### config.mk
export PLATFORM = sky130hd
export DESIGN_NAME = if_stage
export DESIGN_NICKNAME = d
export VERILOG_FILES = /design/src/rtl/if_stage_pkg.sv /design/src/rtl/if_stage_if_id_reg.sv /design/src/rtl/if_stage.sv
export SDC_FILE = /design/constraint.sdc
export NUM_CORES = 1
export LEC_CHECK = 0
export CORE_ASPECT_RATIO = 1.4
export CORE_MARGIN = 1
export CORE_UTILIZATION = 50
export DETAILED_ROUTE_END_ITERATION = 8
export PLACE_DENSITY = 0.86
export SLEW_MARGIN = 20
export SYNTH_ARGS = -nofsm -noshare
export SYNTH_HDL_FRONTEND = slang
export SYNTH_SLANG_ARGS = --single-unit
export TNS_END_PERCENT = 30
### constraint.sdc
create_clock -name clk -period 2.7 [get_ports clk]
set_input_delay 0.405 -clock clk [delete_from_list [all_inputs] [get_ports clk]]
set_output_delay 0.405 -clock clk [all_outputs]
set_load 0.02 [all_outputs]
### src/rtl/if_stage_pkg.sv
// Shared constants and FSM encoding for the instruction-fetch stage.
// Reset/interrupt addresses, NOP encoding and fetch-state enum live here.
package if_stage_pkg;

    localparam logic [15:0] RESET_PC_DEF   = 16'h0000;
    localparam logic [15:0] INT_VECTOR_DEF = 16'h0010;
    localparam logic [15:0] NOP_INST       = 16'h0000;

    typedef enum logic {
        ST_RUN = 1'b0,
        ST_ISR = 1'b1
    } fetch_state_t;

endpackage

### src/rtl/if_stage_if_id_reg.sv
// IF/ID pipeline register: captures the fetched word and its address,
// with a bubble control (insert NOP, valid=0) that wins over hold.
module if_id_reg
    import if_stage_pkg::*;
#(
    parameter int W = 16
) (
    input  logic         clk,
    input  logic         rst_n,
    input  logic         i_hold,
    input  logic         i_bubble,
    input  logic [W-1:0] i_inst,
    input  logic [W-1:0] i_pc,
    output logic [W-1:0] o_inst,
    output logic [W-1:0] o_pc,
    output logic         o_valid
);

    localparam logic [W-1:0] NOP_W = W'(NOP_INST);

    logic [W-1:0] r_inst;
    logic [W-1:0] r_pc;
    logic         r_valid;

    always_ff @(posedge clk or negedge rst_n) begin
        if (!rst_n) begin
            r_inst  <= NOP_W;
            r_pc    <= '0;
            r_valid <= 1'b0;
        end else if (i_bubble) begin
            // pc_id still tracks the discarded fetch address for debug visibility
            r_inst  <= NOP_W;
            r_pc    <= i_pc;
            r_valid <= 1'b0;
        end else if (!i_hold) begin
            r_inst  <= i_inst;
            r_pc    <= i_pc;
            r_valid <= 1'b1;
        end
    end

    assign o_inst  = r_inst;
    assign o_pc    = r_pc;
    assign o_valid = r_valid;

endmodule

### src/rtl/if_stage.sv
// Instruction fetch stage: PC sequencing with stall, branch redirect,
// single-level interrupt entry/return, feeding the IF/ID register.
module if_stage
    import if_stage_pkg::*;
#(
    parameter int                   CPU_WIDTH  = 16,
    parameter logic [CPU_WIDTH-1:0] RESET_PC   = CPU_WIDTH'(RESET_PC_DEF),
    parameter logic [CPU_WIDTH-1:0] INT_VECTOR = CPU_WIDTH'(INT_VECTOR_DEF)
) (
    input  logic                 clk,
    input  logic                 rst_n,
    input  logic                 stall,
    input  logic                 flush,
    input  logic [CPU_WIDTH-1:0] branch_target,
    input  logic                 int_req,
    input  logic                 reti,
    output logic [CPU_WIDTH-1:0] imem_addr,
    input  logic [CPU_WIDTH-1:0] imem_data,
    output logic [CPU_WIDTH-1:0] inst_id,
    output logic [CPU_WIDTH-1:0] pc_id,
    output logic                 valid_id,
    output logic                 int_ack,
    output logic [CPU_WIDTH-1:0] epc
);

    localparam logic [CPU_WIDTH-1:0] PC_ONE = {{(CPU_WIDTH-1){1'b0}}, 1'b1};

    fetch_state_t         r_state;
    fetch_state_t         w_state_next;
    logic [CPU_WIDTH-1:0] r_pc;
    logic [CPU_WIDTH-1:0] w_pc_next;
    logic [CPU_WIDTH-1:0] r_epc;
    logic [CPU_WIDTH-1:0] w_epc_next;
    logic                 r_int_ack;
    logic                 w_reti_take;
    logic                 w_int_take;
    logic                 w_bubble;
    logic                 w_hold;

    always_ff @(posedge clk or negedge rst_n) begin
        if (!rst_n) begin
            r_state   <= ST_RUN;
            r_pc      <= RESET_PC;
            r_epc     <= '0;
            r_int_ack <= 1'b0;
        end else begin
            r_state   <= w_state_next;
            r_pc      <= w_pc_next;
            r_epc     <= w_epc_next;
            r_int_ack <= w_int_take;
        end
    end

    // Event priority: reti (ISR only) > interrupt accept > flush > stall > sequential
    always_comb begin
        w_state_next = r_state;
        w_pc_next    = r_pc + PC_ONE;
        w_epc_next   = r_epc;
        w_reti_take  = 1'b0;
        w_int_take   = 1'b0;
        w_bubble     = 1'b0;
        w_hold       = 1'b0;

        case (r_state)
            ST_ISR: begin
                if (reti) begin
                    w_reti_take  = 1'b1;
                    w_state_next = ST_RUN;
                end
            end
            default: begin
                if (int_req && !stall) begin
                    w_int_take   = 1'b1;
                    w_state_next = ST_ISR;
                end
            end
        endcase

        if (w_reti_take) begin
            w_pc_next = r_epc;
            w_bubble  = 1'b1;
        end else if (w_int_take) begin
            // A same-cycle branch means the branch target is the resume point
            w_epc_next = flush ? branch_target : r_pc;
            w_pc_next  = INT_VECTOR;
            w_bubble   = 1'b1;
        end else if (flush) begin
            w_pc_next = branch_target;
            w_bubble  = 1'b1;
        end else if (stall) begin
            w_pc_next = r_pc;
            w_hold    = 1'b1;
        end
    end

    if_id_reg #(
        .W (CPU_WIDTH)
    ) u_if_id_reg (
        .clk      (clk),
        .rst_n    (rst_n),
        .i_hold   (w_hold),
        .i_bubble (w_bubble),
        .i_inst   (imem_data),
        .i_pc     (r_pc),
        .o_inst   (inst_id),
        .o_pc     (pc_id),
        .o_valid  (valid_id)
    );

    assign imem_addr = r_pc;
    assign int_ack   = r_int_ack;
    assign epc       = r_epc;

endmodule

Word level (Yosys, flattened, before mapping)
Index checks and enable logic that the tools add are counted.

Register bits after elaboration: 67. Input bits: 38. Output and inout port bits: 66. Word-level logic and storage cells: 38.

Bitwise operators: 1. Reductions and logical operators: 3. $add $sub $neg: 1. Muxes and demuxes: 24. Equality and inequality tests: 2.

Operators with widths (count): $mux W16 (9); $add A16 B1 Y16 const B (1); $mux W1 (15); $ne A4 B1 Y1 const B (1); $ne A2 B2 Y1 const B (1); $reduce_and A2 Y1 (1); $logic_and A1 B1 Y1 (1); $logic_not A1 Y1 (1); $not A1 Y1 (1).

Logic depth before layout (Yosys ltp)
Gate-level depths: netlist of the first run.

Depth after elaboration: 8. Gate-level depth with buffers: 6. Mapped depth without buffers: 5.

Modules after synthesis
Synthesis of the first run repeated with hierarchy kept, for this count alone.

Cell total of the unflattened synthesis: 296. Area total of the unflattened synthesis: 3259.4 um^2.

Modules (own cells, without submodules): if_stage (area an instance 1911.8 um^2, sequential area each 850.8 um^2, cells each 206, times used 1); if_id_reg (area an instance 1347.5 um^2, sequential area each 825.8 um^2, cells each 90, times used 1).

Least setup slack after synthesis of the first run
No wires, ideal clock.

Path type: reg-to-reg. From: register r_pc[0] (netlist: imem_addr[0]). To: register r_pc[12] (netlist: imem_addr[12]). Clock period less this slack: 1.736 ns. Path slack: 0.964 ns. Library setup time: 0.076 ns. Required time: 2.624 ns. Data arrival time: 1.660 ns. Stages on the path, launching flop included: 6. Path buffers: 0. Cells stage by stage: dfrtp_1 ha_1 nand3_2 nor4_1 mux2_1 o21ai_1.

Word-level cells in the longest chain between the ends: 5.

RTL lines: start: declaration (RTL line if_stage.sv:30) `logic [CPU_WIDTH-1:0] r_pc;`; start signal: assignment (RTL line if_stage.sv:48) `r_pc <= w_pc_next;`; $add A16 B1 Y16 (RTL line if_stage.sv:57) `w_pc_next = r_pc + PC_ONE;`; $mux W16 (RTL line if_stage.sv:90) `end else if (stall) begin`; $mux W16 (RTL line if_stage.sv:87) `end else if (flush) begin`; $mux W16 (RTL line if_stage.sv:82) `end else if (w_int_take) begin`; $mux W16 (RTL line if_stage.sv:79) `if (w_reti_take) begin`.

Every way passes these cells. The select of a mux whose other input is x is not followed. A chain may end at the register's enable or synchronous reset.

Worst setup path in the final report of the first run
From: input flush. To: register u_if_id_reg.r_inst[1] (netlist: u_if_id_reg.o_inst[1]).

Word-level cells in the longest chain between the ends: 4. Elaborated cells between the ends (all ways): 8. Classes of those cells: eq/ne: 1; mux: 7.

RTL lines: start: declaration (RTL line if_stage.sv:13) `input logic flush,`; $mux W1 (RTL line if_stage.sv:87); $mux W1 (RTL line if_stage.sv:82); $mux W1 (RTL line if_stage.sv:79); $ne A2 B2 Y1 (no source line) or $mux W16 (tied branches); end signal: assignment (RTL line if_stage_if_id_reg.sv:36) `r_inst <= i_inst;`; end: declaration (RTL line if_stage_if_id_reg.sv:21) `logic [W-1:0] r_inst;`.

Parallel ways exist; a longest one is shown, timed or not.

==> results of run 1 <==
-- registers in the layout, summed over array words and instances (netlist names) --
register and flops:
epc 16, imem_addr 16, int_ack 1, r_state 1, u_if_id_reg.o_valid 1, u_if_id_reg.o_inst 16, u_if_id_reg.o_pc 16
-- synth_stat cells (2+ instances only) --
master | number | share of area (%)
nand4_1 | 3 | 0.59
a21oi_1 | 4 | 0.63
nor3_1 | 5 | 0.78
xnor2_1 | 5 | 1.4
a31oi_1 | 7 | 1.4
a22o_1 | 16 | 4.4
o21ai_1 | 3 | 0.47
dfrtp_1 | 67 | 53
nand3_1 | 8 | 1.3
buf_2 | 8 | 1.3
a21boi_0 | 2 | 0.47
nor2b_1 | 2 | 0.39
a22oi_1 | 11 | 2.6
nand2b_1 | 5 | 0.98
nand3_2 | 2 | 0.63
o221ai_1 | 4 | 1.1
buf_6 | 4 | 1.4
nor4_1 | 3 | 0.59
nand2_1 | 68 | 8.0
mux2i_1 | 13 | 4.1
mux2_1 | 2 | 0.71
nor2_1 | 10 | 1.2
o21ai_0 | 19 | 3.0
o211ai_1 | 2 | 0.47
inv_1 | 6 | 0.71
o21a_1 | 2 | 0.47
clkbuf_1 | 2 | 0.24
buf_4 | 4 | 0.94
-- final timing paths --
| check | end | slack, ns |
|---|---|---|
| min | u_if_id_reg.o_inst[7] | 0.07 |
| max | u_if_id_reg.o_inst[1] | 0.68 |
| max in group asynchronous | imem_addr[14] | 1.97 |
| min reg2reg | u_if_id_reg.o_pc[1] | 0.47 |
| max reg2reg | imem_addr[12] | 0.78 |
| min in group clk | u_if_id_reg.o_pc[1] | 0.47 |
-- power by group --
group	switching, mW	leakage (nW)	total (mW)	internal [mW]
logic	0.560	1.00	1.09	0.530
clock network	0.391	0.126	1.03	0.640
registers	0.212	0.847	1.40	1.19
-- cell type report --
| cell class | instances | area share, % |
|---|---|---|
| clock buffers | 10 | 3.03 |
| clock inverters | 6 | 2.48 |
| inverters | 7 | 0.634 |
| multi-input cells | 220 | 30.0 |
| flip-flops and latches | 67 | 36.9 |
| well taps | 72 | 1.98 |
| repair buffers | 112 | 24.9 |
-- worst reg2reg max path, delay by kind of cell, from the launching register on --
family	cells	cell delay (ns)
muxes	1	0.37
AOI/OAI and AO/OA	1	0.11
and+or+nand+nor	2	0.61
adders and majority gates	1	0.28
DFF	1	0.49
-- metrics by stage --
stage	util, %	hold slack, ns	total power [mW]	cell area (um2)	worst slack [ns]
2_1_floorplan	-	0.109	1.93	3190	0.964
3_3_place_gp	69.6	0.436	2.46	4290	0.415
3_5_place_dp	69.6	0.448	2.50	4290	0.353
4_1_cts	73.6	0.0814	3.53	4540	0.688
5_1_grt	73.6	0.108	3.69	4540	0.589
6_report	73.6	0.0748	3.52	4540	0.682
-- layer usage --
| layer | vias up | global-route usage [%] | part of all wire (%) |
|---|---|---|---|
| met5 | - | 0 | 0 |
| met4 | 0 | 13.4 | 2.2 |
| met3 | 17 | 3.63 | 5.5 |
| met2 | 125 | 46.7 | 51 |
| met1 | 1373 | 35.2 | 42 |
| li1 | 1324 | - | - |
-- kinds of logic after synthesis --
logic type | count (synthesis) | synth area share, %
AOI/OAI and AO/OA | 79 | 17.4
xor gates and xnor gates | 6 | 1.65
adders and majority gates | 1 | 0.392
buffers and inverters | 26 | 4.90
DFF | 67 | 52.5
muxes | 16 | 5.14
and+or+nand+nor | 118 | 18.0
==> results.json, run 1 <==
{
  "area_delta_synth_final_pct": 42.3,
  "setup_viol": 0,
  "synthCells": 313,
  "final-seq-area_mm2": 0.00168,
  "leakagePower_nw": 1.97,
  "clock_latency_ns": 0.34,
  "fp.coreArea_mm2": 0.00617,
  "drv_slew": 0,
  "hold_path.class": "in2async",
  "cts_max_level": 3,
  "synthArstFlopShare_pct": 100,
  "ios": 104,
  "postRouteAntennaNets": 0,
  "track_usage_pct": 27.6,
  "cts_tree": "built",
  "synth_flop_cell": "dfrtp_1",
  "post_cts_buffers": 0,
  "instances_no_fill": 494,
  "rsz0062_at_grt": "no",
  "gr-total-overflow": 0,
  "synth_fp_nets": 352,
  "die_h_um": 96.5,
  "hold_violations": 0,
  "clock-root-buffer": "clkbuf_8",
  "cap_violations": 0,
  "p_per_area_mw_per_mm2": 775,
  "path_clk_slew_ns": 0.07,
  "avgSynthCellArea_um2": 10.2,
  "final_cell_mix": "clkdlybuf4s50_1 (102), nand2_1 (68), dfrtp_1 (67)",
  "tightest_slew_ns": 0.630,
  "max-clock-path-buffers": 2,
  "fillers": 446,
  "post-place-cells": 478,
  "drtIter0Drc": 333,
  "multi_input_area_mm2": 0.00136,
  "period_share_pct": 74.7,
  "antenna_found_initial": 0,
  "num_vias": 2839,
  "drive_above_1_share_pct": 8.53,
  "grt_pass1_vias": 2730,
  "r2r-start": "imem_addr[0]",
  "io_buffer_count": 103,
  "firstDrtPassIters": 5,
  "diodes": 0,
  "crit_family": "simple AND/OR/NAND/NOR gates",
  "row_count": 34,
  "layout.nets": 456,
  "layout_commonest_cell": "clkdlybuf4s50_1",
  "wl_um": 8750,
  "cts-hold-fix-buffers": 0,
  "tns_ns": 0,
  "synth-edff-count": 0,
  "gp_congestion": 0.872,
  "critical_path_required_ns": 2.98,
  "slew_headroom_pct": 58.0,
  "synth_seq_cells": 67,
  "cp_cell_sequence": "clkdlybuf4s50_1 > nand2b_1 > nand3_4 > nor2_4 > a22o_1",
  "fmax_mhz": 496,
  "cp-start-kind": "primary input",
  "cp-end-kind": "register",
  "ys_seq_area_share_pct": 52.5,
  "die_x_um": 69.5,
  "numCtsBuffers": 9,
  "grt_max_degree": 46,
  "synth_warnings": 0,
  "worst-setup-path-type": "in2reg",
  "post_cts_resized": 0,
  "status": "finished clean",
  "wl_per_cell_um": 17.7,
  "ys_types": 54,
  "crit_arrival_ns": 2.30,
  "crit_path_max_incr_delay_ns": 0.77,
  "cp.depth": 5,
  "drc": 0,
  "path_buf_inv": 1,
  "fin_skew_ns": 0.00509,
  "clock_sinks": 67,
  "initial_utilization_pct": 51.7,
  "fin_crit_ns": 2.02,
  "slowest_stage": "clkdlybuf4s50_1",
  "syn_area_mm2": 0.00319,
  "path_max_fanout": 16,
  "die-area_mm2": 0.00671,
  "vias_per_cell": 5.75,
  "ir_worst_vdd_v": 0.000554,
  "hpwl_um": 6080,
  "cp-startpoint": "flush",
  "grt_pass1_wl_um": 14100,
  "reg2reg_depth": 5
}
No activity file was read; power rests on OpenSTA's default activity.
==> inputs of run 2 (changes only) <==
--- a/config.mk
+++ b/config.mk
@@ -7,9 +7,9 @@
 export LEC_CHECK = 0
 export CORE_ASPECT_RATIO = 1.4
 export CORE_MARGIN = 1
-export CORE_UTILIZATION = 50
+export CORE_UTILIZATION = 42
 export DETAILED_ROUTE_END_ITERATION = 8
-export PLACE_DENSITY = 0.86
+export PLACE_DENSITY = 0.77
 export SLEW_MARGIN = 20
 export SYNTH_ARGS = -nofsm -noshare
 export SYNTH_HDL_FRONTEND = slang
==> constraint.sdc (replaced) <==
create_clock -name clk -period 1.85 [get_ports clk]
set_input_delay 0.2775 -clock clk [delete_from_list [all_inputs] [get_ports clk]]
set_output_delay 0.2775 -clock clk [all_outputs]
set_load 0.02 [all_outputs]
==> results.json, run 2 (synthesis results as in run 1) <==
{
  "setup_viol": 0,
  "ir_worst_vdd_v": 0.000577,
  "cp.depth": 1,
  "die_x_um": 75.7,
  "p_comb_share_pct": 34.5,
  "hold_violations": 0,
  "die_h_um": 105,
  "path_max_fanout": 8,
  "critical_path_required_ns": 1.57,
  "cp_cell_sequence": "clkdlybuf4s50_1",
  "crit_family": "buffers and inverters",
  "intPower_mw": 3.17,
  "cp-start-kind": "register",
  "switchingPower_mw": 1.68,
  "fin_skew_ns": 0.00548,
  "grt_pass1_vias": 2874,
  "reg2reg_depth": 5,
  "crit_end": "imem_addr[3]",
  "wl_per_cell_um": 15.9,
  "postRouteAntennaNets": 0,
  "pwr-share-seq_pct": 41.2,
  "clock_latency_ns": 0.35,
  "sw_frac_of_total_pct": 34.6,
  "p_per_area_mw_per_mm2": 1040,
  "r2r-start": "imem_addr[0]",
  "drv_slew": 0,
  "ios": 104,
  "clock-root-buffer": "clkbuf_8",
  "clock_sinks": 67,
  "numCtsBuffers": 9,
  "diodes": 0,
  "rsz0062_at_grt": "no",
  "firstDrtPassIters": 4,
  "tightest_slew_ns": 0.628,
  "die-area_mm2": 0.00796,
  "layout.nets": 476,
  "max-clock-path-buffers": 2,
  "vias_per_cell": 5.37,
  "leakagePower_nw": 2.05,
  "slew_headroom_pct": 58.1,
  "hold_path.class": "reg2reg",
  "cp-end-kind": "primary output",
  "worstReg2RegEnd": "imem_addr[12]",
  "hpwl_um": 6430,
  "worst-setup-path-type": "reg2out",
  "wl_um": 8570,
  "gp_congestion": 0.843,
  "fin_crit_ns": 1.81,
  "drc": 0,
  "crit_arrival_ns": 1.53,
  "fillers": 583,
  "row_count": 37,
  "drive_above_1_share_pct": 12.4,
  "grt_max_degree": 38,
  "slowest_stage": "clkdlybuf4s50_1",
  "status": "finished clean",
  "crit_path_max_incr_delay_ns": 0.68,
  "totalPowerFinal_mw": 4.86,
  "hold_depth": 2,
  "fmax_mhz": 553,
  "cts_max_level": 3,
  "p_clk_share_pct": 24.3,
  "io_buffer_count": 103,
  "num_vias": 2895,
  "path_clk_slew_ns": 0.07,
  "hp-start": "u_if_id_reg.o_pc[0]",
  "period_share_pct": 97.8,
  "rrSetupSlack_ns": 0.10,
  "antenna_found_initial": 0,
  "drtIter0Drc": 242,
  "track_usage_pct": 23.7,
  "final_cell_mix": "clkdlybuf4s50_1 (100), nand2_1 (68), dfrtp_1 (67)",
  "gr-total-overflow": 0,
  "cts_tree": "built",
  "path_buf_inv": 1,
  "cp-startpoint": "imem_addr[3]",
  "fp.coreArea_mm2": 0.00736,
  "area_delta_synth_final_pct": 46.0,
  "grt_pass1_wl_um": 14000,
  "post_dp_cell_area_mm2": 0.00445,
  "design_area_mm2": 0.00466,
  "layout_commonest_cell": "clkdlybuf4s50_1",
  "initial_utilization_pct": 43.4,
  "tns_ns": 0,
  "cap_violations": 0
}
## run 2: cell type report
type | count | area (um2) | area share (%)
flip-flops and latches | 67 | 1680 | 36.0
multi-input cells | 220 | 1360 | 29.3
repair buffers | 132 | 1280 | 27.4
clock buffers | 9 | 124 | 2.66
well taps | 97 | 121 | 2.60
clock inverters | 7 | 68.8 | 1.48
inverters | 7 | 28.8 | 0.618
## run 2: what timing repair did
action                                  in CTS  in global routing
setup buffers                                0                  0
endpoints found under the setup margin       0                  2
gates resized for setup                      0                  2
hold buffers                                 1                  0
hold endpoints to repair                    25                  0
## run 2: worst register-to-register path: stages, from the launching register on
cell,delay (ns)
dfrtp_1,0.36
ha_1,0.23
nand3_2,0.19
nor4_1,0.43
mux2_1,0.36
o21ai_1,0.11
## run 2: layer usage
metal  up-vias  global-route usage, %  wire length [um]
li1       1370                      -                 -
met2       111                   37.8              4330
met5         -                      0                 0
met3        14                   4.24               502
met1      1400                   30.1              3510
met4         0                   11.5               222
## run 2: metrics by stage
step | worst slack (ns) | std cells | hold WS (ns) | utilization, %
final | 0.0414 | 539 | 0.467 | 63.3
after global routing | 0.00769 | 539 | 0.497 | 63.3
after CTS | 0.0294 | 539 | 0.471 | 63.2
after detailed placement | -0.0940 | 522 | 0.334 | 60.5
after global placement | -0.0530 | 522 | 0.336 | 60.5
after floorplan | 0.114 | 313 | -0.0181 | -
## run 2: power groups by stage
stage	Clock, mW	Combinational [mW]	Sequential [mW]
6_report	1.18	1.68	2.00
5_1_grt	1.27	1.82	2.03
4_1_cts	1.22	1.70	2.00
3_5_place_dp	0	1.69	2.02
3_3_place_gp	0	1.66	2.01
2_1_floorplan	0	0.502	2.31
## run 2: worst min-delay path by stage
stage and to:
6_report u_if_id_reg.o_pc[0], 5_1_grt u_if_id_reg.o_pc[1], 4_1_cts u_if_id_reg.o_pc[0], 3_5_place_dp u_if_id_reg.o_pc[8], 3_3_place_gp u_if_id_reg.o_pc[8], 2_1_floorplan epc[0]
==> inputs of run 3 (changes only) <==
--- a/config.mk
+++ b/config.mk
@@ -5,6 +5,7 @@
 export SDC_FILE = /design/constraint.sdc
 export NUM_CORES = 1
 export LEC_CHECK = 0
+export CAP_MARGIN = 20
 export CORE_ASPECT_RATIO = 1.4
 export CORE_MARGIN = 1
 export CORE_UTILIZATION = 42
==> results of run 3 <==
Same layout as run 2: the final DEF is identical, and so are final timing and power.
